## src/rtl/cook_sequencer.sv

```systemverilog
// Microwave cook sequencer: keypad entry of an M:ST:SO BCD cook time, per-second countdown, magnetron gating.
// Optional feature macro QUICK_START_EN: start in IDLE loads 0:30 and cooks; start while cooking adds a minute.
module cook_sequencer #(
  parameter int TICK_DIV = 100,
  parameter int DEBOUNCE = 4
) (
  input  logic       clk,
  input  logic       clrn,
  input  logic [9:0] keypad,
  input  logic       startn,
  input  logic       stopn,
  input  logic       door_closed,
  output logic [3:0] min_bcd,
  output logic [3:0] sec_tens_bcd,
  output logic [3:0] sec_ones_bcd,
  output logic       mag_on,
  output logic       cooking,
  output logic       done
);

  localparam int PW = (TICK_DIV > 1) ? $clog2(TICK_DIV) : 1;
  localparam int RW = $clog2(DEBOUNCE + 1);

  typedef enum logic [1:0] {IDLE, SET, COOK, PAUSE} state_e;

  state_e        state_q, state_d;
  logic [3:0]    min_q, min_d, tens_q, tens_d, ones_q, ones_d;
  logic [PW-1:0] pre_q, pre_d;
  logic [RW-1:0] run_q, run_d;
  logic [9:0]    key_q;
  logic          startn_q, stopn_q;
  logic          lock_q, lock_d;
  logic          done_q, done_d;
  logic          cooking_q, cooking_d;

  logic          start_press, stop_press;
  logic          key_valid, key_accept;
  logic          tick, last_sec, time_zero;
  logic [3:0]    key_digit, dec_min, dec_tens, dec_ones;

  // A press is the first cycle the button is seen low after being high.
  assign start_press = startn_q & ~startn;
  assign stop_press  = stopn_q & ~stopn;

  assign key_valid = $onehot(keypad);
  assign tick      = (pre_q == PW'(TICK_DIV - 1));
  assign last_sec  = (min_q == 4'd0) && (tens_q == 4'd0) && (ones_q == 4'd1);
  assign time_zero = (min_q == 4'd0) && (tens_q == 4'd0) && (ones_q == 4'd0);

  // Keypad debounce: run_d counts consecutive samples of one valid code;
  // lock holds off a second acceptance until the keypad reads all-zero.
  always_comb begin
    key_digit = 4'd0;
    for (int i = 0; i < 10; i++) begin
      if (keypad[i]) key_digit = 4'(i);
    end
    if (!key_valid)                      run_d = '0;
    else if (keypad != key_q)            run_d = RW'(1);
    else if (run_q == RW'(DEBOUNCE))     run_d = run_q;
    else                                 run_d = run_q + 1'b1;
    key_accept = key_valid && (run_d == RW'(DEBOUNCE)) && !lock_q;
    if (keypad == 10'd0)   lock_d = 1'b0;
    else if (key_accept)   lock_d = 1'b1;
    else                   lock_d = lock_q;
  end

  // One-second decrement with BCD borrow; tens above 5 count straight down.
  always_comb begin
    dec_min  = min_q;
    dec_tens = tens_q;
    dec_ones = ones_q - 4'd1;
    if (ones_q == 4'd0) begin
      dec_ones = 4'd9;
      if (tens_q == 4'd0) begin
        dec_tens = 4'd5;
        dec_min  = min_q - 4'd1;
      end else begin
        dec_tens = tens_q - 4'd1;
      end
    end
  end

  // NOTE: every signal gets a default before the case so no path leaves it unassigned (no latches).
  always_comb begin
    state_d = state_q;
    min_d   = min_q;
    tens_d  = tens_q;
    ones_d  = ones_q;
    pre_d   = pre_q;
    done_d  = 1'b0;
    unique case (state_q)
      IDLE: begin
        if (stop_press) begin
          min_d = 4'd0; tens_d = 4'd0; ones_d = 4'd0;
`ifdef QUICK_START_EN
        end else if (start_press && door_closed) begin
          min_d = 4'd0; tens_d = 4'd3; ones_d = 4'd0;
          pre_d   = '0;
          state_d = COOK;
`endif
        end else if (key_accept) begin
          min_d = tens_q; tens_d = ones_q; ones_d = key_digit;
          state_d = SET;
        end
      end
      SET: begin
        if (stop_press) begin
          min_d = 4'd0; tens_d = 4'd0; ones_d = 4'd0;
          state_d = IDLE;
        end else if (start_press && door_closed && !time_zero) begin
          pre_d   = '0;
          state_d = COOK;
        end else if (key_accept) begin
          min_d = tens_q; tens_d = ones_q; ones_d = key_digit;
        end
      end
      COOK: begin
        if (tick && last_sec) begin
          min_d = 4'd0; tens_d = 4'd0; ones_d = 4'd0;
          pre_d   = '0;
          done_d  = 1'b1;
          state_d = IDLE;
        end else if (!door_closed || stop_press) begin
          state_d = PAUSE;
        end else begin
          if (tick) begin
            pre_d = '0;
            min_d = dec_min; tens_d = dec_tens; ones_d = dec_ones;
          end else begin
            pre_d = pre_q + 1'b1;
          end
`ifdef QUICK_START_EN
          if (start_press) min_d = (min_d == 4'd9) ? 4'd9 : min_d + 4'd1;
`endif
        end
      end
      PAUSE: begin
        if (stop_press) begin
          min_d = 4'd0; tens_d = 4'd0; ones_d = 4'd0;
          state_d = IDLE;
        end else if (start_press && door_closed) begin
          state_d = COOK;
        end
      end
      default: state_d = IDLE;
    endcase
    cooking_d = (state_d == COOK) || (state_d == PAUSE);
  end

  // NOTE: state registers use non-blocking assignments so every flop samples pre-edge values.
  always_ff @(posedge clk or negedge clrn) begin
    if (!clrn) begin
      state_q   <= IDLE;
      min_q     <= 4'd0;
      tens_q    <= 4'd0;
      ones_q    <= 4'd0;
      pre_q     <= '0;
      run_q     <= '0;
      key_q     <= 10'd0;
      startn_q  <= 1'b1;
      stopn_q   <= 1'b1;
      lock_q    <= 1'b0;
      done_q    <= 1'b0;
      cooking_q <= 1'b0;
    end else begin
      state_q   <= state_d;
      min_q     <= min_d;
      tens_q    <= tens_d;
      ones_q    <= ones_d;
      pre_q     <= pre_d;
      run_q     <= run_d;
      key_q     <= keypad;
      startn_q  <= startn;
      stopn_q   <= stopn;
      lock_q    <= lock_d;
      done_q    <= done_d;
      cooking_q <= cooking_d;
    end
  end

  assign min_bcd      = min_q;
  assign sec_tens_bcd = tens_q;
  assign sec_ones_bcd = ones_q;
  assign done         = done_q;
  assign cooking      = cooking_q;
  // Door gates the magnetron combinationally so it drops in the same cycle.
  assign mag_on       = (state_q == COOK) && door_closed;

endmodule

```

## config.mk

```make
export PLATFORM = sky130hd
export DESIGN_NAME = cook_sequencer
export DESIGN_NICKNAME = d
export VERILOG_FILES = /design/src/rtl/cook_sequencer.sv
export SDC_FILE = /design/constraint.sdc
export NUM_CORES = 1
export LEC_CHECK = 0
export ABC_AREA = 0
export BUFFER_PORTS_ARGS = -buffer_cell sky130_fd_sc_hd__buf_2
export CORE_ASPECT_RATIO = 0.8
export CORE_UTILIZATION = 35
export CTS_BUF_LIST = sky130_fd_sc_hd__clkbuf_4 sky130_fd_sc_hd__clkbuf_8
export DETAILED_ROUTE_END_ITERATION = 10
export SLEW_MARGIN = 5
export SYNTH_ARGS = -nofsm -noshare
export SYNTH_HDL_FRONTEND = slang
export SYNTH_SLANG_ARGS = --single-unit
```

## constraint.sdc

```tcl
create_clock -name clk -period 2.7 [get_ports clk]
set_input_delay 0.27 -clock clk [delete_from_list [all_inputs] [get_ports clk]]
set_output_delay 0.27 -clock clk [all_outputs]
set_load 0.02 [all_outputs]
```

==> impl_metrics.toml <==
[timing]
fmax_mhz = 279.6
post-route-min-period_ns = 3.576
drv_slew = 0
setup_viol = 17
skew_ns = 0.008005
fin_crit_sh_pct = 132.4
finalWorstSetupSlack_ns = -0.8761
rsz0062_at_grt = "yes"
setup_tns_ns = -12.48
hold_violations = 0
tightest_slew_ns = 0.8764
slew_headroom_pct = 41.58

[status]
status = "finished with violations"
violations = "setup timing"

[hold_path]
holdPathStages = 1
min_path_type = "primary input to flop"
holdPathEnd = "startn_q"
min_from = "startn"

[yosys]
yosys.area.top_type = "dfrtp_1"
async_reset_ff_share_pct = 100.0
ys_seq_elements = 38
synth-adder-area-share_pct = 9.789
synth_top_family_by_area = "compound AO/OA/AOI/OAI gates"
synth.mux.area_fraction_pct = 2.105
synth-main-ff-cell = "dfrtp_1"
synth.avg_cell_area_um2 = 9.625
yosys_warnings = 0
synthCells = 247
ys_seq_area_share_pct = 40.11
synth.top_cell.area_share_pct = 37.89
synthesis.area_mm2 = 0.002377
synthXorXnorAreaFrac_pct = 4.421
synth-edff-count = 0
synth-compound-area-share_pct = 19.21
yosys-top-cells-area = "dfrtp_1 (38%), fa_1 (5.1%), ha_1 (4.7%), inv_1 (3.9%), nand2_1 (3.0%)"
yosysMostFrequentCell = "dfrtp_1"
synth_common_cells = "dfrtp_1 (36), inv_1 (25), nand2_1 (19), nor2_1 (19), o21ai_0 (14)"
synth_cell_type_count = 57
syn_nets = 277
yosys.area_share.simple_pct = 19.16

[grt]
grt_pass1_wl_um = 9839
grt_max_degree = 39
grt-ovfl-total = 0
grt_util_all_layers_pct = 18.32
antenna_found_initial = 0
grt_pass1_vias = 2010

[critical_path]
crit_path_start = "keypad[5]"
cp_num_buf_inv = 4
reg2reg_slack_ns = 0.27
worst_r2r_path_depth = 9
critPathSlowestCell = "fa_1"
crit_type = "primary input to flop"
crit_fanout = 5
cp-end-kind = "flop"
path_cells = "buf_2 -> fa_1 -> fa_1 -> inv_1 -> fa_1 -> inv_1 -> ha_2 -> inv_2 -> fa_2 -> a2111oi_4 -> o211ai_1 -> nand4bb_4 -> o21ai_4 -> o211ai_2 -> mux2_4"
cp.arrival_ns = 3.76
path_delay_family = "adder cells"
crit_path_frequent_cell = "fa_1"
crit_path_max_incr_delay_ns = 0.50
regToRegStartpoint = "sec_tens_bcd[0]"
crit_cells = 15
startpoint_type = "primary input"
required_ns = 2.88
r2r-end = "sec_tens_bcd[2]"

[die]
io_pins = 30
die_w_um = 94.14
start_util_pct = 36.72
die_h_um = 75.72
die_area_mm2 = 0.007128
core_mm2 = 0.006474
rows = 26

[flow_run]
drv_cap = 0

[detailed_routing]
routed_wl_um = 5739
avgViaCountPerCell = 5.223
route.antenna.remaining_nets = 0
vias = 2016
wire_per_inst_um = 14.87
dr.first_iter.drc_count = 85
dr.pass1.iters = 4
drc = 0

[clocking]
cts_tree = "done"
h-tree-depth = 2
cts_hold_buffers = 0
cts_root_buf = "clkbuf_8"
insertion_delay_ns = 0.29
cts_sinks = 38
cts_buffers = 5
cts_max_path_buffers = 2
clk_pin_slew_worst_paths_ns = 0.08

[finish]
diodes = 0
drive_gt1_share_pct = 28.15
nFillCells = 615
syn_to_final_growth_pct = 23.47
final_nets = 331
final_area_mm2 = 0.002935
finish.utilization_pct = 45.34

[pwr]
power_density_mw_per_mm2 = 842.7
finalPower_mw = 2.474
ir_worst_vdd_v = 0.0004594
p_leak_nw = 1.342

[placement]
hpwl_um = 4269
placed_cell_area_mm2 = 0.002784
placement.setup.worst_slack_ns = -1.268
gp_congestion = 0.7891
port_buffers = 29
==> layout by cell type, fill, tap and decap left out, types with 8 or more instances in the layout <==
| master | n |
|---|---|
| a21oi_1 | 9 |
| nand3_1 | 12 |
| inv_1 | 24 |
| nor2_1 | 19 |
| ha_1 | 8 |
| dfrtp_1 | 36 |
| buf_2 | 27 |
| o21ai_0 | 14 |
| nand2_1 | 19 |
| buf_4 | 22 |
==> state kept, by name, summed over array words and instances (netlist names), named ones only <==
name	flops
sec_ones_bcd	4
run_q	3
startn_q	1
stopn_q	1
pre_q	7
key_q	10
done	1
min_bcd	4
sec_tens_bcd	4
lock_q	1
==> cell type report <==
class | instances | area [µm²] | share of cell area (%)
Inverter | 25 | 93.84 | 3.197
Tap cell | 84 | 105.1 | 3.581
Multi-Input combinational cell | 179 | 1354 | 46.12
Clock buffer | 7 | 90.09 | 3.069
Sequential cell | 38 | 953.4 | 32.48
Timing Repair Buffer | 52 | 334.1 | 11.38
Clock inverter | 1 | 5.005 | 0.1705
==> through the flow <==
step           cells  hold WS (ns)
3_5_place_dp     377        0.3869
3_3_place_gp     377        0.3842
4_1_cts          386       0.07304
2_1_floorplan    247      -0.02559
6_report         386       0.08515
5_1_grt          386       0.06204
==> cells by family (layout without fill, tap and decap cells) <==
| family | after synthesis | in the layout |
|---|---|---|
| muxes | 4 | 4 |
| buffers and inverters | 30 | 85 |
| xor gates and xnor gates | 12 | 12 |
| adders and majority gates | 15 | 15 |
| AOI/OAI and AO/OA | 62 | 62 |
| DFF | 38 | 38 |
| and+or+nand+nor | 86 | 86 |
==> repair_timing <==
action,in CTS,in global routing
setup buffers,2,1
gates resized for setup,7,1
pin swaps,6,1
endpoints found under the hold margin,0,0
setup endpoints to repair,17,17
==> layer usage <==
metal | track usage, % | wire length, µm | up-vias
met5 | 0 | 0 | -
met4 | 4.444 | 24 | 0
met3 | 3.393 | 230 | 5
met2 | 29.63 | 2625 | 35
met1 | 25.63 | 2858 | 994
li1 | - | - | 982
==> power by group <==
part	leakage, nW	switching [mW]	internal [mW]	total, mW
registers	0.483	0.182	0.682	0.864
clock network	0.0517	0.197	0.216	0.413
logic	0.808	0.669	0.527	1.20
==> how the worst max path moves through the flow <==
stage                                 end  slack [ns]
after floorplan           sec_tens_bcd[3]       -1.10
after global placement    sec_tens_bcd[2]       -1.19
after detailed placement  sec_ones_bcd[2]       -1.27
after CTS                 sec_tens_bcd[3]       -0.89
after global routing           min_bcd[1]       -1.03
final                     sec_tens_bcd[3]       -0.88
(Power assumes the default switching activity.)
